==> config.mk <==
export PLATFORM = sky130hd
export DESIGN_NAME = svga_timing_gen
export DESIGN_NICKNAME = d
export VERILOG_FILES = /design/src/rtl/svga_timing_gen.sv
export SDC_FILE = /design/constraint.sdc
export NUM_CORES = 1
export LEC_CHECK = 0
export ABC_AREA = 1
export BUFFER_PORTS_ARGS = -buffer_cell sky130_fd_sc_hd__buf_2
export CORE_MARGIN = 3
export CORE_UTILIZATION = 50
export DETAILED_ROUTE_END_ITERATION = 8
export MAX_ROUTING_LAYER = met4
export PLACE_DENSITY_LB_ADDON = 0.08
export SYNTH_ARGS = -nofsm -noshare
export SYNTH_HDL_FRONTEND = slang
export SYNTH_SLANG_ARGS = --single-unit
==> constraint.sdc <==
create_clock -name pixel_clk -period 3 [get_ports pixel_clk]
set_input_delay 0.15 -clock pixel_clk [delete_from_list [all_inputs] [get_ports pixel_clk]]
set_output_delay 0.15 -clock pixel_clk [all_outputs]
set_load 0.01 [all_outputs]
==> src/rtl/svga_timing_gen.sv <==
// SVGA raster timing generator: free-running coordinate counters, sync decode,
// and a delay line that lines blanking and syncs up with the renderer's RGB.
module svga_timing_gen #(
  parameter int H_ACTIVE   = 800,
  parameter int H_FP       = 24,
  parameter int H_SYNC     = 72,
  parameter int H_BP       = 128,
  parameter int V_ACTIVE   = 600,
  parameter int V_FP       = 1,
  parameter int V_SYNC     = 2,
  parameter int V_BP       = 22,
  parameter int HS_POL     = 1,
  parameter int VS_POL     = 1,
  parameter int PIPE_DELAY = 1
) (
  input  logic        pixel_clk,
  input  logic        rst_n,
  output logic [10:0] h_coord,
  output logic [9:0]  v_coord,
  output logic        display_on,
  output logic        frame_start,
  input  logic [3:0]  red_i,
  input  logic [3:0]  green_i,
  input  logic [3:0]  blue_i,
  output logic [3:0]  vga_r,
  output logic [3:0]  vga_g,
  output logic [3:0]  vga_b,
  output logic        vga_hs,
  output logic        vga_vs
);
  localparam int H_TOTAL  = H_ACTIVE + H_FP + H_SYNC + H_BP;
  localparam int V_TOTAL  = V_ACTIVE + V_FP + V_SYNC + V_BP;
  localparam int HS_START = H_ACTIVE + H_FP;
  localparam int HS_END   = HS_START + H_SYNC;
  localparam int VS_START = V_ACTIVE + V_FP;
  localparam int VS_END   = VS_START + V_SYNC;
  localparam logic HS_ACT = (HS_POL != 0);
  localparam logic VS_ACT = (VS_POL != 0);

  logic [10:0] h_next;
  logic [9:0]  v_next;
  logic        h_wrap;

  always_comb begin
    h_wrap = (h_coord == 11'(H_TOTAL - 1));
    h_next = h_wrap ? 11'd0 : h_coord + 11'd1;
    v_next = v_coord;
    if (h_wrap) v_next = (v_coord == 10'(V_TOTAL - 1)) ? 10'd0 : v_coord + 10'd1;
  end

  // display_on/frame_start come from the next-state values so they line up with the counters
  always_ff @(posedge pixel_clk or negedge rst_n) begin
    if (!rst_n) begin
      h_coord     <= '0;
      v_coord     <= '0;
      display_on  <= 1'b0;
      frame_start <= 1'b0;
    end else begin
      h_coord     <= h_next;
      v_coord     <= v_next;
      display_on  <= (h_next < 11'(H_ACTIVE)) && (v_next < 10'(V_ACTIVE));
      frame_start <= (h_next == 11'd0) && (v_next == 10'd0);
    end
  end

  logic de_raw, hs_raw, vs_raw;
  assign de_raw = (h_coord < 11'(H_ACTIVE)) && (v_coord < 10'(V_ACTIVE));
  assign hs_raw = (h_coord >= 11'(HS_START)) && (h_coord < 11'(HS_END));
  assign vs_raw = (v_coord >= 10'(VS_START)) && (v_coord < 10'(VS_END));

  logic [2:0] ctl_d;  // {de, hs, vs} delayed to match the renderer latency

  generate
    if (PIPE_DELAY == 0) begin : g_nodly
      assign ctl_d = {de_raw, hs_raw, vs_raw};
    end else begin : g_dly
      logic [2:0] sr [PIPE_DELAY];
      always_ff @(posedge pixel_clk or negedge rst_n) begin
        if (!rst_n) begin
          for (int i = 0; i < PIPE_DELAY; i++) sr[i] <= 3'b000;
        end else begin
          sr[0] <= {de_raw, hs_raw, vs_raw};
          for (int i = 1; i < PIPE_DELAY; i++) sr[i] <= sr[i-1];
        end
      end
      assign ctl_d = sr[PIPE_DELAY-1];
    end
  endgenerate

  always_ff @(posedge pixel_clk or negedge rst_n) begin
    if (!rst_n) begin
      vga_r  <= '0;
      vga_g  <= '0;
      vga_b  <= '0;
      vga_hs <= ~HS_ACT;
      vga_vs <= ~VS_ACT;
    end else begin
      vga_r  <= ctl_d[2] ? red_i   : 4'h0;
      vga_g  <= ctl_d[2] ? green_i : 4'h0;
      vga_b  <= ctl_d[2] ? blue_i  : 4'h0;
      vga_hs <= ctl_d[1] ? HS_ACT : ~HS_ACT;
      vga_vs <= ctl_d[0] ? VS_ACT : ~VS_ACT;
    end
  end

endmodule

=== After elaboration in Yosys (flattened, before gate mapping) ===
Cells that the tools add are included.

* Register bits after elaboration: 40
* Input bits: 14
* Output and inout port bits: 37
* Logic and storage cells: 37

* Add/subtract/negate cells: 2
* Order comparisons: 8
* Equality and inequality tests: 2
* Mux-type cells: 8
* Reductions and logical operators: 7

{| class="wikitable"
|+ Operators with widths
! cell !! count
|-
| 11-bit by 10-bit less-than comparator with 1-bit output, second input constant || 3
|-
| 10-bit less-than comparator, second input constant || 3
|-
| 10-bit two-way mux || 2
|-
| 4-bit two-way mux || 3
|-
| 11-bit by 1-bit adder with 11-bit output, second input constant || 1
|-
| 11-bit by 10-bit == test with 1-bit output, second input constant || 1
|-
| 11-bit by 10-bit greater-or-equal comparator with 1-bit output, second input constant || 1
|-
| 11-bit zero test || 1
|-
| 11-bit two-way mux || 1
|-
| 10-bit by 1-bit adder with 10-bit output, second input constant || 1
|-
| 10-bit == test, second input constant || 1
|-
| 10-bit greater-or-equal comparator, second input constant || 1
|-
| 10-bit zero test || 1
|-
| 1-bit logical AND || 5
|-
| 1-bit two-way mux || 2
|}

=== Longest topological paths before layout ===
Gate-level depths: netlist (run 1).

* Word-level depth: 5
* Mapped depth: 13
* Gate-level depth less buffers: 13

=== Worst setup path after synthesis (run 1) ===
Ideal clock, no wire load.

* Path kind: flip-flop to flip-flop
* From: register h_coord[1]
* To: register display_on
* Library setup time: 0.117 ns
* Arrival time: 1.563 ns
* Required time: 2.883 ns
* Setup slack: 1.320 ns
* Cell stages (with the launch flop): 13
* Buffers on the path: 0
* Clock period less this slack: 1.680 ns
* Cells stage by stage: dfrtp_1 > ha_1 > nand2_4 > nor2_8 > nand2_4 > nor2_8 > nand2_2 > nand2_2 > nand2_1 > nor2_1 > nand2_1 > nor2_1 > nor2_1

* Cells in the longest elaborated chain, start to end: 4
* Elaborated cells between the ends (all ways): 7
* Classes of those cells: add/sub (1); order compare (2); eq/ne (1); mux (2); reduce/logical (1)

{| class="wikitable"
|+ Ends and longest elaborated chain
! element !! line !! source
|-
| from (decl) || 18 || <nowiki>output logic [10:0] h_coord,</nowiki>
|-
| from (signal assigned) || 59 || <nowiki>h_coord <= h_next;</nowiki>
|-
| 11-bit by 1-bit adder with 11-bit output or 11-bit by 10-bit == test with 1-bit output (tied branches) || 46, 45 ||
|-
| 11-bit two-way mux or 10-bit two-way mux (tied branches) || 46, 48 ||
|-
| 11-bit by 10-bit less-than comparator with 1-bit output or 10-bit less-than comparator (tied branches) || 61 || <nowiki>display_on <= (h_next < 11'(H_ACTIVE)) && (v_next < 10'(V_ACTIVE));</nowiki>
|-
| 1-bit logical AND (*) || 61 ||
|-
| to (signal assigned) || 61 ||
|-
| to (decl) || 20 || <nowiki>output logic display_on,</nowiki>
|}

Every way passes the cells marked *; elsewhere a longest branch is shown, timed or not.

=== Worst setup path in the final report (run 1) ===
* From: register h_coord[1]
* To: register display_on

* Cells in the longest elaborated chain, start to end: 4
* Elaborated cells between the ends (all ways): 7
* Classes of those cells: add/sub (1); order compare (2); eq/ne (1); mux (2); reduce/logical (1)

{| class="wikitable"
|+ Ends and longest elaborated chain
! element !! line !! source
|-
| 11-bit by 10-bit == test with 1-bit output || 45 || <nowiki>h_wrap = (h_coord == 11'(H_TOTAL - 1));</nowiki>
|-
| 10-bit two-way mux || 48 || <nowiki>if (h_wrap) v_next = (v_coord == 10'(V_TOTAL - 1)) ? 10'd0 : v_coord + 10'd1;</nowiki>
|-
| net v_next[4] || 41 || <nowiki>logic [9:0] v_next;</nowiki>
|-
| 10-bit less-than comparator || 61 ||
|-
| 1-bit logical AND || 61 ||
|}

The timed path passes the listed nets, and every way through them passes these cells.

==> flow_summary.json, run 1 <==
{
  "cts_buffer_depth": 2,
  "drc": 0,
  "drv_cap": 0,
  "path_clk_slew_ps": 80,
  "power.density_nw_per_um2": 383,
  "wl_mm": 4.83,
  "maxSlewHeadroom_pct": 41.7,
  "drtPass1Iterations": 4,
  "cts_tree": "done",
  "rsz0062_at_grt": "false",
  "hold_slack_ps": -27.8,
  "nFillCells": 389,
  "achievable-frequency_ghz": 0.540,
  "required_ps": 3190,
  "postCtsHoldBufs": 0,
  "endpoint_kind": "register",
  "grt.total_usage_pct": 20.5,
  "fp.dieH_um": 73.2,
  "fin_tns_setup_ps": 0,
  "power_frac_clock_pct": 42.5,
  "multi_input_area_um2": 977,
  "syn_area_um2": 2260,
  "gp_routability_congestion": 0.880,
  "finalHoldViolCount": 40,
  "clock-root-buffer": "clkbuf_8",
  "crit_start": "h_coord[1]$_DFF_PN0_",
  "die-area_um2": 5350,
  "initial_core_util_pct": 54.1,
  "tightestPinTransition_ps": 875,
  "yosys.area.top_type": "dfrtp_1",
  "ant_nets": 0,
  "yosysSeqAreaShare_pct": 44.4,
  "vias": 1962,
  "io_pins": 51,
  "timing.final.crit_period_ps": 1850,
  "crit_fanout": 12,
  "finalMaxSlewViolations": 0,
  "leakage_uw": 0.00168,
  "synthTopCellsByArea": "dfrtp_1 (44%), nand2_1 (15%), inv_1 (9.8%)",
  "yosysMostFrequentCell": "nand2_1",
  "cts_setup_buffers": 0,
  "grt-ovfl-total": 0,
  "antenna_cells": 0,
  "final_cells": 406,
  "core_um2": 4170,
  "r2r-start": "h_coord[1]$_DFF_PN0_",
  "grt-busiest-layer": "met2",
  "cts_resized": 0,
  "area_growth_syn_to_layout_pct": 18.0,
  "grt_use_met3_pct": 3.31,
  "postSynth.asyncResetShare_pct": 100,
  "grt_util_met2_pct": 29.9,
  "grt_pass1_vias": 1889,
  "synth_edf_count": 0,
  "synth-seq-cells": 40,
  "synth_cell_type_count": 25,
  "vias_per_cell": 4.83,
  "period_share_pct": 61.7,
  "insertion_delay_ps": 290,
  "switching_share_pct": 20.7,
  "antenna_found_initial": 0,
  "combPwrFrac_pct": 3.7,
  "fin_skew_ps": 8.64,
  "synth_area_per_cell_um2": 7.52,
  "pwr-share-seq_pct": 53.9,
  "seqCellArea_um2": 1000,
  "hp-class": "in2async",
  "synth_cells": 300,
  "critPathLaunchType": "register",
  "htree_levels": 2,
  "dp_hpwl_mm": 3.66,
  "drive_gt1_share_pct": 27.0,
  "crit_arrival_ps": 2040,
  "path_class": "reg2reg",
  "drt_iter0_markers": 59,
  "status": "complete, but fails checks",
  "grt_pass1_wl_mm": 8.32,
  "p_int_uw": 808,
  "portBuffers": 50,
  "final_nets": 374,
  "ys_warn_count": 0,
  "grt_max_degree": 41,
  "die_x_um": 73.2,
  "rows": 23,
  "yosys.area.top_type_share_pct": 44.4,
  "grt.met1_usage_pct": 28.6,
  "synthTopCellsByCount": "nand2_1 (91), inv_1 (59), dfrtp_1 (40)",
  "cts_buffers": 5,
  "dp.cells": 398,
  "routedWlPerCell_um": 11.9,
  "synthesis.nets": 319,
  "violations": "hold timing",
  "finalSetupViolCount": 0,
  "clock-sinks": 40,
  "power_switching_uw": 210,
  "synth_flop_cell": "dfrtp_1",
  "ir_drop_uv": 290
}
per-layer routing:
metal / part of all wire (%) / wire length [um] / vias up
li1: - / - / 1010
met1: 48 / 2310 / 879
met2: 44 / 2110 / 66
met3: 7.0 / 337 / 7
met4: 1.3 / 65 / 0
met5: 0 / 0 / -
worst max-delay path, cell delays in order, from the launching register on:
cell     delay (ps)
dfrtp_1         410
ha_1            260
nand2_4         110
nor2_4          130
nand3_4         190
inv_1           150
nand3_1          90
nand2_1         100
nand2_1          60
nand2_1          80
inv_2            30
nor2_1           80
nor2_1           50
placed cells by master (no fill, tap or decap), types with 3 or more instances in the layout:
master and instances:
nand2_1 91, inv_2 11, nor2_2 8, dfrtp_1 40, nand3_1 27, o21ai_0 3, nand2_2 7, a21oi_1 3
nand3_2 5, nor2_1 22, inv_1 59, nand4_1 3, buf_2 50, clkbuf_8 5, ha_1 5
state kept, by name, indices dropped and copies added (netlist names):
| signal | cells |
|---|---|
| ctl_d | 3 |
| display_on | 1 |
| frame_start | 1 |
| h_coord | 11 |
| v_coord | 10 |
| vga_b | 4 |
| vga_g | 4 |
| vga_hs | 1 |
| vga_r | 4 |
| vga_vs | 1 |
logic make-up (layout without fill, tap and decap cells):
| logic type | after synthesis | in the layout | synth area share, % |
|---|---|---|---|
| adder cells (fa/ha/maj) | 5 | 5 | 2.77 |
| AO/OA/AOI/OAI | 10 | 10 | 2.61 |
| flip-flops | 40 | 40 | 44.4 |
| buffers and inverters | 72 | 128 | 12.3 |
| AND/OR/NAND/NOR | 173 | 173 | 37.9 |
per-stage QoR:
stage / util, % / setup slack, ps / power (uW) / cell area, um^2
floorplan: - / 1320 / 570 / 2260
global placement: 61.2 / 1150 / 597 / 2550
detailed placement: 61.2 / 1170 / 598 / 2550
CTS: 63.8 / 1140 / 1030 / 2660
global route: 63.8 / 909 / 1060 / 2660
finish: 63.8 / 1150 / 1020 / 2660
power groups by stage:
stage	combinational, uW	clock [uW]	sequential [uW]
floorplan	5.88	0	564
global placement	38.0	0	559
detailed placement	38.6	0	559
CTS	38.8	446	548
global route	44.0	467	549
finish	37.2	433	548
cell type report:
class / instances / area share, %
repair buffers: 50 / 9.40
multi-input cells: 188 / 36.7
clock inverters: 2 / 1.32
flip-flops and latches: 40 / 37.6
inverters: 70 / 9.87
clock buffers: 6 / 2.73
well taps: 50 / 2.35
worst paths after layout:
path | end | slack, ps | cells after the start
worst max register to register | display_on$_DFF_PN0_ | 1150 | 12
worst min register to register | vga_vs$_DFF_PN0_ | 350 | 0
worst max-delay path | display_on$_DFF_PN0_ | 1150 | 12
min in group pixel_clk | vga_r[2]$_DFF_PN0_ | 50 | 3
worst min-delay path | h_coord[1]$_DFF_PN0_ | -30 | 1
max in group asynchronous | h_coord[4]$_DFF_PN0_ | 2480 | 1
Power figures use the tool's default switching activity.
==> run 2: changes to the inputs <==
- clock period: 3 -> 1.86 ns (I/O delays scaled with it)
==> run 2 against run 1 <==
Against the previous run: the flow now finishes without violations; count of clock-buffer cells in the layout is 1 lower; worst hold slack better by 190 ps; sequential share of layout area is 3.3 points lower; combinational power is 130% higher; total power is 77% higher; first-iteration DRC count grew to 2.8 times the previous value; highest routed layer unchanged.
==> flow_summary.json, run 2 (synthesis results as in run 1) <==
{
  "status": "complete, no violations",
  "antenna_found_initial": 0,
  "required_ps": 2050,
  "period_share_pct": 95.0,
  "die_x_um": 73.2,
  "rrSetupSlack_ps": 90,
  "crit_family": "simple AND/OR/NAND/NOR gates",
  "tightestPinTransition_ps": 486,
  "r2r_end": "display_on$_DFF_PN0_",
  "routedWlPerCell_um": 12.6,
  "grt_pass1_wl_mm": 8.59,
  "drc": 0,
  "finalSetupViolCount": 0,
  "vias": 2081,
  "path_class": "reg2reg",
  "core_um2": 4170,
  "reg2reg_depth": 10,
  "ant_nets": 0,
  "initial_core_util_pct": 54.1,
  "timing.final.crit_period_ps": 1770,
  "drive_gt1_share_pct": 29.8,
  "critPathLaunchType": "register",
  "place_area_um2": 2590,
  "cts_buffers": 5,
  "gp_routability_congestion": 0.883,
  "rsz0062_at_grt": "true",
  "cp_num_buf_inv": 0,
  "fin_skew_ps": 7.95,
  "total_power_uw": 1810,
  "portBuffers": 50,
  "r2r-start": "v_coord[0]$_DFF_PN0_",
  "area_growth_syn_to_layout_pct": 29.3,
  "largest_reg_flops": 11,
  "hp-class": "in2async",
  "crit_arrival_ps": 1950,
  "clock-root-buffer": "clkbuf_8",
  "die-area_um2": 5350,
  "hold_slack_ps": 158,
  "crit_start": "v_coord[0]$_DFF_PN0_",
  "layout_commonest_cell": "nand2_1",
  "maxSlewHeadroom_pct": 66.8,
  "grt_max_degree": 19,
  "leakage_uw": 0.00180,
  "drtPass1Iterations": 4,
  "crit_chain": "ha_1, nand2_1, nor2_2, nand4_1, nand3_1, nand2_1, nor2_1, nand2_1, nor2_1, nor2_1",
  "ir_drop_uv": 441,
  "path_clk_slew_ps": 80,
  "finalHoldViolCount": 0,
  "achievable-frequency_ghz": 0.566,
  "cp_slowest_cell": "dfrtp_1",
  "grt_pass1_vias": 1832,
  "vias_per_cell": 4.85,
  "endpoint_kind": "register",
  "rows": 23,
  "drv_cap": 0,
  "final_nets": 398,
  "grt.total_usage_pct": 21.8,
  "crit_fanout": 5,
  "stdcell_area_um2": 2920,
  "insertion_delay_ps": 300,
  "io_pins": 51,
  "grt-ovfl-total": 0,
  "cts_buffer_depth": 2,
  "antenna_cells": 0,
  "largest-register": "h_coord",
  "final_cell_mix": "nand2_1 (90), inv_1 (58), buf_2 (50)",
  "fp.dieH_um": 73.2,
  "dp_hpwl_mm": 3.76,
  "drt_iter0_markers": 165,
  "crit_path_max_incr_delay_ps": 440,
  "largest_registers": "h_coord x11, v_coord x10",
  "finalMaxSlewViolations": 0,
  "htree_levels": 2,
  "wl_mm": 5.40,
  "power.density_nw_per_um2": 619,
  "clock-sinks": 40,
  "cts_tree": "done"
}
==> run 2: cell types whose count changed in the layout (fill, tap and decap cells not counted), sizes merged <==
cell / previous run / this run
dlygate4sd3: 0 / 13
buf: 50 / 60
bufinv: 1 / 2
clkbuf: 6 / 5
clkinv: 1 / 0
nand3: 34 / 35
==> run 2: where the power goes <==
| group | leakage, uW | switching [uW] | total (uW) | internal (uW) |
|---|---|---|---|---|
| Sequential | 0.000506 | 2.71 | 885 | 882 |
| Combinational | 0.00123 | 41.8 | 85.4 | 43.6 |
| Clock | 0.0000642 | 308 | 836 | 528 |
| Total | 0.00180 | 353 | 1810 | 1450 |
==> run 2: metrics by stage <==
| stage | worst slack (ps) | utilization (%) | instances | setup TNS (ps) |
|---|---|---|---|---|
| detailed placement | 70.4 | 62.1 | 403 | 0 |
| finish | 93.0 | 69.9 | 429 | 0 |
| global route | -32.1 | 69.9 | 429 | -32.1 |
| CTS | 15.0 | 68.3 | 423 | 0 |
| global placement | 50.8 | 62.1 | 403 | 0 |
| floorplan | 180 | - | 300 | 0 |
==> run 2: worst max path at each step <==
stage | depth (start not counted) | to | slack [ps]
after CTS | 11 | display_on$_DFF_PN0_ | 20
after global routing | 11 | frame_start$_DFF_PN0_ | -30
final | 10 | display_on$_DFF_PN0_ | 90
after detailed placement | 12 | display_on$_DFF_PN0_ | 70
after floorplan | 12 | display_on$_DFF_PN0_ | 180
after global placement | 12 | display_on$_DFF_PN0_ | 50
==> run 2: metal layers <==
metal	wire, um	global-route usage, %	part of all wire, %	vias to the layer above
li1	-	-	-	1056
met1	2460	29.6	45	944
met2	2450	30.8	45	74
met3	412	5.65	7.6	7
met4	83	8.61	1.5	0
met5	0	-	0	-
==> run 2: cell type report <==
cell class / count / area (um^2)
Timing Repair Buffer: 73 / 455
Inverter: 70 / 263
Clock buffer: 5 / 68.8
Tap cell: 50 / 62.6
Clock inverter: 2 / 60.1
Fill cell: 357 / 1250
Multi-Input combinational cell: 189 / 1010
Sequential cell: 40 / 1000
==> run 2: what timing repair did <==
action | in CTS | in global routing
setup endpoints to repair | 0 | 2
hold buffers | 13 | 0
setup buffers | 0 | 5
endpoints found under the hold margin | 52 | 0
gates resized for setup | 0 | 7
